==> src/rtl/rotate_sequencer_if.sv <==
// Bus bundle between the rotate sequencer and its state memory / offset table.
// start/busy/done: start is taken only while busy is low; done pulses once as the pass ends.
interface rotate_sequencer_if #(
  parameter int W  = 64,
  parameter int AW = 5,
  parameter int OW = 6
);
  logic          start;
  logic          busy;
  logic          done;
  logic [AW-1:0] mem_rd_addr;
  logic [W-1:0]  mem_rd_data;
  logic          mem_wr_en;
  logic [AW-1:0] mem_wr_addr;
  logic [W-1:0]  mem_wr_data;
  logic [AW-1:0] off_idx;
  logic [OW-1:0] off_val;

  modport master (
    input  start, mem_rd_data, off_val,
    output busy, done, mem_rd_addr, mem_wr_en, mem_wr_addr, mem_wr_data, off_idx
  );

  modport slave (
    output start, mem_rd_data, off_val,
    input  busy, done, mem_rd_addr, mem_wr_en, mem_wr_addr, mem_wr_data, off_idx
  );
endinterface

==> src/rtl/rotate_sequencer.sv <==
// Lane-rotate pass: reads each lane, rotates it left by its table offset one bit
// per cycle, and writes it back in place; done pulses once at the end of the pass.
module rotate_sequencer #(
  parameter int W     = 64,
  parameter int LANES = 25,
  parameter int AW    = 5,
  parameter int OW    = 6
) (
  input  logic                 clk,
  input  logic                 rst,
  rotate_sequencer_if.master   bus,
  output logic [2:0]           state_dbg
);

  typedef enum logic [2:0] {
    IDLE    = 3'd0,
    READ    = 3'd1,
    CAPTURE = 3'd2,
    SHIFT   = 3'd3,
    WRITE   = 3'd4,
    DONE    = 3'd5
  } state_t;

  state_t        state, state_nxt;
  logic [AW-1:0] lane_idx;
  logic [OW-1:0] cnt;
  logic [W-1:0]  lane_reg;
  logic          last_lane;

  assign last_lane = (lane_idx == AW'(LANES - 1));

  always_ff @(posedge clk) begin
    if (rst) begin
      state    <= IDLE;
      lane_idx <= '0;
      cnt      <= '0;
      lane_reg <= '0;
    end else begin
      state <= state_nxt;
      case (state)
        IDLE:    if (bus.start) lane_idx <= '0;
        CAPTURE: begin
          lane_reg <= bus.mem_rd_data;
          cnt      <= bus.off_val;
        end
        SHIFT: begin
          lane_reg <= {lane_reg[W-2:0], lane_reg[W-1]};
          cnt      <= cnt - OW'(1);
        end
        // The index stays on the last lane after the pass; only start or rst clears it.
        WRITE:   if (!last_lane) lane_idx <= lane_idx + AW'(1);
        default: ;
      endcase
    end
  end

  always_comb begin
    state_nxt = state;
    case (state)
      IDLE:    if (bus.start) state_nxt = READ;
      READ:    state_nxt = CAPTURE;
      CAPTURE: state_nxt = (bus.off_val == '0) ? WRITE : SHIFT;
      SHIFT:   if (cnt == OW'(1)) state_nxt = WRITE;
      WRITE:   state_nxt = last_lane ? DONE : READ;
      DONE:    state_nxt = IDLE;
      default: state_nxt = IDLE;
    endcase
  end

  assign bus.busy        = (state != IDLE);
  assign bus.done        = (state == DONE);
  assign bus.mem_wr_en   = (state == WRITE);
  assign bus.mem_rd_addr = lane_idx;
  assign bus.mem_wr_addr = lane_idx;
  assign bus.off_idx     = lane_idx;
  assign bus.mem_wr_data = lane_reg;
  assign state_dbg       = state;

endmodule
==> src/flat_wrapper.sv <==
// flat-port wrapper written by rule: the top's interface ports become plain ports
module rotate_sequencer_flat 
#(
  parameter int W     = 64,
  parameter int LANES = 25,
  parameter int AW    = 5,
  parameter int OW    = 6
)
  (clk, rst, state_dbg, bus_start, bus_mem_rd_data, bus_off_val, bus_busy, bus_done, bus_mem_rd_addr, bus_mem_wr_en, bus_mem_wr_addr, bus_mem_wr_data, bus_off_idx);
  rotate_sequencer_if #(.W(W), .AW(AW), .OW(OW)) bus_i ();
  input  logic clk;
  input  logic rst;
  output logic [2:0] state_dbg;
  input wire logic [$bits(bus_i.start)-1:0] bus_start;
  input wire logic [$bits(bus_i.mem_rd_data)-1:0] bus_mem_rd_data;
  input wire logic [$bits(bus_i.off_val)-1:0] bus_off_val;
  output wire logic [$bits(bus_i.busy)-1:0] bus_busy;
  output wire logic [$bits(bus_i.done)-1:0] bus_done;
  output wire logic [$bits(bus_i.mem_rd_addr)-1:0] bus_mem_rd_addr;
  output wire logic [$bits(bus_i.mem_wr_en)-1:0] bus_mem_wr_en;
  output wire logic [$bits(bus_i.mem_wr_addr)-1:0] bus_mem_wr_addr;
  output wire logic [$bits(bus_i.mem_wr_data)-1:0] bus_mem_wr_data;
  output wire logic [$bits(bus_i.off_idx)-1:0] bus_off_idx;
  assign bus_i.start = bus_start;
  assign bus_i.mem_rd_data = bus_mem_rd_data;
  assign bus_i.off_val = bus_off_val;
  assign bus_busy = bus_i.busy;
  assign bus_done = bus_i.done;
  assign bus_mem_rd_addr = bus_i.mem_rd_addr;
  assign bus_mem_wr_en = bus_i.mem_wr_en;
  assign bus_mem_wr_addr = bus_i.mem_wr_addr;
  assign bus_mem_wr_data = bus_i.mem_wr_data;
  assign bus_off_idx = bus_i.off_idx;
  rotate_sequencer #(.W(W), .LANES(LANES), .AW(AW), .OW(OW)) u_core (.clk(clk), .rst(rst), .bus(bus_i), .state_dbg(state_dbg));
endmodule
==> config.mk <==
export PLATFORM = sky130hd
export DESIGN_NAME = rotate_sequencer_flat
export DESIGN_NICKNAME = d
export VERILOG_FILES = /design/src/rtl/rotate_sequencer_if.sv /design/src/rtl/rotate_sequencer.sv /design/src/flat_wrapper.sv
export SDC_FILE = /design/constraint.sdc
export NUM_CORES = 1
export LEC_CHECK = 0
export CORE_ASPECT_RATIO = 1.75
export CORE_MARGIN = 5
export CORE_UTILIZATION = 44
export DETAILED_ROUTE_END_ITERATION = 8
export PLACE_DENSITY_LB_ADDON = 0.15
export SLEW_MARGIN = 15
export SYNTH_ARGS = -nofsm -noshare
export SYNTH_HDL_FRONTEND = slang
export SYNTH_SLANG_ARGS = --single-unit
==> constraint.sdc <==
create_clock -name clk -period 2 [get_ports clk]
set_input_delay 0.6 -clock clk [delete_from_list [all_inputs] [get_ports clk]]
set_output_delay 0.6 -clock clk [all_outputs]
set_load 0.01 [all_outputs]
==> results.md, run 1 <==
* Outcome: complete, no violations
* Clock-pin slew on the worst setup and hold paths at 0.06 ns
* Setup TNS Final at 0 ns
* Kind of start point of the critical path: flip-flop
* Final Hold Viols at 0
* P&R area growth vs syn at 46.2%
* Logic pwr share at 28.8%
* Top FF cell, synth: dfxtp_1
* Initial antenna violation count at 0
* Reg2Reg Depth at 5
* Dpl cell area at 5540 µm²
* Initial Util at 44.4%
* Grt ovf at 0
* Top delay family on crit path: buffers and inverters
* Unrepaired setup endpoints after global routing: no
* Post-Syn Area at 3980 µm²
* DRC at 0
* Final Slew Violations at 0
* CORE AREA at 8980 µm²
* Sequential element share of the synthesized area at 39.2%
* Area contributors post-synth: dfxtp_1 (39%), mux2i_1 (17%), a211oi_2 (13%)
* Post-synth EDFFs at 0
* Mapped Avg Cell Area at 9.79 µm²
* TritonCTS Buffers at 9
* # port buffers at 157
* Die footprint at 11100 µm²
* Switching Share at 29.2%
* WP buf/inv at 1
* Fin crit share at 96.6%
* Reg2reg end: u_core.bus.mem_wr_data[51]$_SDFFE_PP0P_
* Cells after DPL at 648
* Synth unique cells at 36
* Final instance area at 5820 µm²
* Hold Path Origin: u_core.bus.mem_rd_addr[2]$_SDFFE_PP0P_
* Largest net degree at the start of global routing at 81
* DRT Pass-1 Iters at 4
* # rows at 46
* Slew @ Worst Pin at 0.523 ns
* Max-capacitance violation count at 0
* Synth cell count leaders: dfxtp_1 (78), nor2_1 (74), mux2i_1 (67), a211oi_2 (42), a211oi_1 (26)
* Hold Path Class: reg -> reg
* Final ANT Viol Nets at 0
* Cell accounting for the most synthesized area: dfxtp_1
* Crit path DAT at 1.33 ns
* Setup Skew at 0.00560 ns
* Seq pwr share at 39.3%
* GRT Util Overall at 18.6%
* Worst R2R Setup Slack at 0.39 ns
* CTS tree: yes
* Sw power at 1380 µW
* # nets final at 616
* Root Buffer: clkbuf_16
* Internal at 3360 µW
* Share of post-route cells with drive strength above 1 at 13.6%
* Min Tclk post-route at 1.93 ns
* Hold depth at 2
* YS warnings at 0
* H-tree depth at 3
* Initial DRC Count at 122
* Crit-path max FO at 3
* Routed Wire Length at 10.3 mm
* Critical-path cell list: clkdlybuf4s50_1
* Mapped Nets at 484
* Max_slew headroom at 65.2%
* Reg2reg start: u_core.state_dbg[1]$_SDFFE_PP0P_
* Flops & latches, synth at 78
* Fmax at 517 MHz
* Worst setup EP type: primary output
* Critical path's slowest cell: clkdlybuf4s50_1
* Required time of the critical path at 1.40 ns
* Post-synth ARST share at 0%
* Layout Cells excl Fill at 663
* Vias in the first global route at 3360
* Hold slack at 0.511 ns
* Synth top area share at 39.2%
* HPWL after DPL at 7.44 mm
* Final setup fails at 0
* End of the worst hold path: u_core.bus.mem_rd_addr[2]$_SDFFE_PP0P_
* Post-DR vias/cell at 5.20
* Leakage at 0.00200 µW
* Via count at 3447
* WP depth at 1
* WL/cell at 15.6 µm
* Crit path largest cell delay at 0.58 ns
* Critical path type: reg -> out
* Clock power frac at 31.8%
* Most frequent cell after synthesis: dfxtp_1
* PD cells at 815 nW/µm²
* Ant. Diodes at 0
* Finished Core Util at 64.9%
* GP Congestion at 0.839
* Peak supply drop at 0.431 mV
* Clk sink count at 78
* Syn Inst Count at 407
* Clock latency on the worst-skew pair at 0.33 ns
* Die width at 81.9 µm
* First-pass GRT wire length at 16.2 mm
* Post-CTS Setup Inserts at 0
* Clock Path Buffers at 2
* Total I/O pin count at 158
* Die height at 136 µm
cells by family (layout without fill, tap and decap cells):
group	count (synthesis)	count (layout)	synth area share, %
AO/OA/AOI/OAI	93	93	21.9
flip-flops	78	78	39.2
multiplexers	67	67	16.8
XOR/XNOR	2	2	0.440
buffers and inverters	53	189	7.85
AND/OR/NAND/NOR	110	110	12.5
adder cells (fa/ha/maj)	4	4	1.26
sequential cells by signal, summed over array words and instances (netlist names):
name / count
u_core.bus.mem_wr_data: 64
u_core.cnt: 6
u_core.bus.mem_rd_addr: 5
u_core.state_dbg: 3
power by group through the flow:
stage	combinational [µW]	sequential, µW	clock [µW]
floorplan	752	1940	0
global placement	1360	1890	0
detailed placement	1380	1900	0
CTS	1380	1870	1540
global route	1480	1890	1600
finish	1370	1870	1510
how the worst max path moves through the flow:
stage | startpoint | end | slack, ns
2_1_floorplan | u_core.bus.mem_rd_addr[0]$_SDFFE_PP0P_ | u_core.state_dbg[2]$_SDFFE_PP0P_ | 0.42
3_3_place_gp | bus_off_val[5] | u_core.state_dbg[2]$_SDFFE_PP0P_ | 0.15
3_5_place_dp | bus_off_val[4] | u_core.state_dbg[2]$_SDFFE_PP0P_ | 0.09
4_1_cts | u_core.bus.mem_rd_addr[2]$_SDFFE_PP0P_ | bus_mem_wr_addr[2] | 0.002
5_1_grt | u_core.bus.mem_rd_addr[4]$_SDFFE_PP0P_ | bus_mem_rd_addr[4] | 0.01
6_report | u_core.bus.mem_wr_data[15]$_SDFFE_PP0P_ | bus_mem_wr_data[15] | 0.07
placed cells by master, fill, tap and decap left out, types with 3 or more instances in the layout:
| master | instances |
|---|---|
| clkdlybuf4s50_1 | 153 |
| nor2_1 | 74 |
| dfxtp_1 | 73 |
| mux2i_1 | 67 |
| a211oi_2 | 42 |
| a211oi_1 | 26 |
| clkbuf_16 | 10 |
| o21ai_0 | 9 |
| nand2_1 | 8 |
| inv_1 | 7 |
| a21oi_1 | 7 |
| buf_4 | 7 |
| nor3_1 | 4 |
| nand3_1 | 4 |
| ha_1 | 4 |
| buf_12 | 4 |
| dfxtp_2 | 4 |
| and2_1 | 3 |
| nand3b_1 | 3 |
| nor4_1 | 3 |
area by class of cell:
cell class / count / area (µm²)
Inverter: 7 / 26.3
Tap cell: 120 / 150
Clock inverter: 3 / 18.8
Timing Repair Buffer: 167 / 1690
Fill cell: 796 / 3160
Clock buffer: 12 / 258
Sequential cell: 78 / 1570
Multi-Input combinational cell: 276 / 2110
layer usage:
| metal | track usage (%) | wire length [µm] | up-vias |
|---|---|---|---|
| li1 | - | - | 1726 |
| met1 | 21.1 | 3990 | 1605 |
| met2 | 32.8 | 5510 | 100 |
| met3 | 4.11 | 612 | 16 |
| met4 | 7.30 | 223 | 0 |
| met5 | 0 | 0 | - |
worst reg2reg max path, stage by stage (launching register included):
cell	delay, ns
dfxtp_1	0.40
buf_4	0.18
nor2b_4	0.30
buf_12	0.33
nor2_1	0.13
a211oi_2	0.20
timing repair:
item / 4_1_cts / 5_1_grt
resized for setup: 5 / 3
endpoints found under the setup margin: 9 / 7
hold buffers: 0 / 0
gates cloned: 0 / 0
metrics by stage:
stage / setup WS (ns) / total power, µW
6_report: 0.0675 / 4740
5_1_grt: 0.0141 / 4980
4_1_cts: 0.00182 / 4790
3_5_place_dp: 0.0882 / 3280
3_3_place_gp: 0.148 / 3250
2_1_floorplan: 0.422 / 2690
Power figures use the tool's default switching activity.
==> run 2: changes to the inputs <==
Settings changed: CORE_UTILIZATION 44 to 35.
==> results.md, run 2 (synthesis results as in run 1) <==
* Crit path largest cell delay at 0.62 ns (+0.04 ns)
* Initial Util at 35.7% (-8.7 points)
* Max_slew headroom at 64.0% (-1.2 points)
* Final Hold Viols at 0 (unchanged)
* Peak supply drop at 0.542 mV (+26%)
* Worst R2R Setup Slack at 0.39 ns (about the same)
* Most frequent cells in the layout: clkdlybuf4s50_1 (153), nor2_1 (74), dfxtp_1 (71)
* Seq pwr share at 38.7% (-0.6 points)
* Routed Wire Length at 10.7 mm (+3.6%)
* Required time of the critical path at 1.40 ns (about the same)
* Dpl cell area at 5540 µm² (unchanged)
* Grt ovf at 0 (unchanged)
* Outcome: complete, no violations
* Fin crit share at 97.7% (+1.0 points)
* CORE AREA at 11200 µm² (+24%)
* Final Slew Violations at 0 (unchanged)
* Logic pwr share at 28.3% (-0.5 points)
* Leakage at 0.00200 µW (-0.28%)
* Setup TNS Final at 0 ns (unchanged)
* Clock latency on the worst-skew pair at 0.32 ns (about the same)
* Root Buffer: clkbuf_16
* # port buffers at 157 (unchanged)
* Initial DRC Count at 103 (-16%)
* Total I/O pin count at 158 (unchanged)
* Min Tclk post-route at 1.95 ns (+0.0210 ns)
* Critical path's slowest cell: clkdlybuf4s50_1
* GP Congestion at 0.800 (-4.6%)
* Pwr Total at 4810 µW (+1.5%)
* TritonCTS Buffers at 9 (unchanged)
* Die height at 151 µm (+11%)
* Hold Path Class: reg -> reg
* Commonest non-fill, non-tap cell in the layout: clkdlybuf4s50_1
* Internal at 3410 µW (+1.5%)
* # rows at 51 (+11%)
* Share of post-route cells with drive strength above 1 at 13.8% (+0.21 points)
* Sw power at 1400 µW (+1.4%)
* Worst setup EP type: primary output
* Max-capacitance violation count at 0 (unchanged)
* Kind of start point of the critical path: flip-flop
* WP buf/inv at 1 (unchanged)
* Clock-pin slew on the worst setup and hold paths at 0.06 ns (about the same)
* Final instance area at 5830 µm² (+0.11%)
* # nets final at 614 (-0.32%)
* Critical-path cell list: clkdlybuf4s50_1
* Critical path type: reg -> out
* Clock Path Buffers at 2 (unchanged)
* Post-DR vias/cell at 5.05 (-2.8%)
* Max reg flops at 64 (unchanged)
* Largest net degree at the start of global routing at 99 (+22%)
* Crit-path max FO at 5 (+2)
* PD cells at 826 nW/µm² (+1.4%)
* Final ANT Viol Nets at 0 (unchanged)
* Cts hold-fix bufs at 0 (unchanged)
* Vias in the first global route at 3431 (+2.1%)
* First-pass GRT wire length at 16.9 mm (+4.3%)
* GRT Util Overall at 15.2% (-3.4 points)
* Clock power frac at 33.0% (+1.2 points)
* CTS tree: yes
* P&R area growth vs syn at 46.4%
* Via count at 3405 (-1.2%)
* Die width at 90.6 µm (+11%)
* Fmax at 512 MHz (-1.1%)
* Crit path DAT at 1.35 ns (+0.02 ns)
* DRT Pass-1 Iters at 4 (unchanged)
* Final setup fails at 0 (unchanged)
* Setup Skew at 0.00323 ns (-0.00237 ns)
* Post-CTS Setup Inserts at 0 (unchanged)
* HPWL after DPL at 7.66 mm (+2.8%)
* H-tree depth at 3 (unchanged)
* Slew @ Worst Pin at 0.540 ns (+0.0178 ns)
* WL/cell at 15.9 µm (+1.9%)
* Unrepaired setup endpoints after global routing: no
* Clk sink count at 78 (unchanged)
* Die footprint at 13700 µm² (+23%)
* DRC at 0 (unchanged)
* Switching Share at 29.2% (about the same)
* Initial antenna violation count at 0 (unchanged)
* Ant. Diodes at 0 (unchanged)
* Top delay family on crit path: buffers and inverters
==> run 2: cell count changes in the layout (fill, tap and decap cells not counted) <==
cell | previous run | this run
buf_4 | 7 | 5
bufinv_16 | 0 | 1
clkbuf_1 | 2 | 3
clkbuf_16 | 10 | 9
clkbuf_2 | 0 | 1
clkdlybuf4s15_1 | 1 | 0
clkinv_4 | 1 | 0
dfxtp_1 | 73 | 71
dfxtp_2 | 4 | 5
dfxtp_4 | 1 | 2
inv_4 | 0 | 1
==> run 2: final timing paths <==
check,end,startpoint,cells after the start
min reg2reg,u_core.bus.mem_wr_data[38]$_SDFFE_PP0P_,u_core.bus.mem_wr_data[38]$_SDFFE_PP0P_,2
max reg2reg,u_core.bus.mem_wr_data[1]$_SDFFE_PP0P_,u_core.state_dbg[1]$_SDFFE_PP0P_,5
max,state_dbg[1],u_core.state_dbg[1]$_SDFFE_PP0P_,1
min,u_core.bus.mem_wr_data[38]$_SDFFE_PP0P_,u_core.bus.mem_wr_data[38]$_SDFFE_PP0P_,2
==> run 2: stage by stage <==
| stage | cells | util [%] | setup slack, ns | hold slack, ns |
|---|---|---|---|---|
| 3_3_place_gp | 658 | 49.6 | 0.0993 | 0.489 |
| 2_1_floorplan | 407 | - | 0.422 | 0.470 |
| 5_1_grt | 674 | 52.2 | 0.00765 | 0.533 |
| 6_report | 674 | 52.2 | 0.0466 | 0.514 |
| 4_1_cts | 674 | 52.2 | 0.00909 | 0.517 |
| 3_5_place_dp | 658 | 49.6 | 0.109 | 0.509 |
==> run 2: area by class of cell <==
class                           instances  area, µm²
Tap cell                              132        165
Multi-Input combinational cell        276       2110
Clock inverter                          4       46.3
Timing Repair Buffer                  165       1670
Sequential cell                        78       1580
Clock buffer                           12        236
Inverter                                7       26.3
Fill cell                            1023       5340
==> run 2: power by group through the flow <==
stage               logic (µW)  registers, µW  clock network [µW]
detailed placement        1380           1900                   0
floorplan                  752           1940                   0
CTS                       1380           1870                1640
finish                    1360           1860                1590
global placement          1370           1900                   0
global route              1480           1890                1710
==> run 2: layer usage <==
layer | vias to the layer above | global-route usage (%) | wire [µm]
met3 | 11 | 3.78 | 625
met4 | 0 | 5.44 | 184
met5 | - | 0 | 0
met1 | 1577 | 16.9 | 4130
li1 | 1719 | - | -
met2 | 98 | 27.7 | 5770
==> run 2: what timing repair did <==
item | CTS | global route
hold endpoints to repair | 0 | 0
pin swaps | 0 | 0
endpoints found under the setup margin | 12 | 6
gates cloned | 0 | 0
gates resized for setup | 9 | 3
==> run 3: changes to the inputs <==
Settings changed: SKIP_LAST_GASP set to 1.
==> results of run 3 <==
No change in the layout: final DEF, timing and power equal those of run 2.
Among the figures that moved: number of gates resized after CTS 9 -> 8
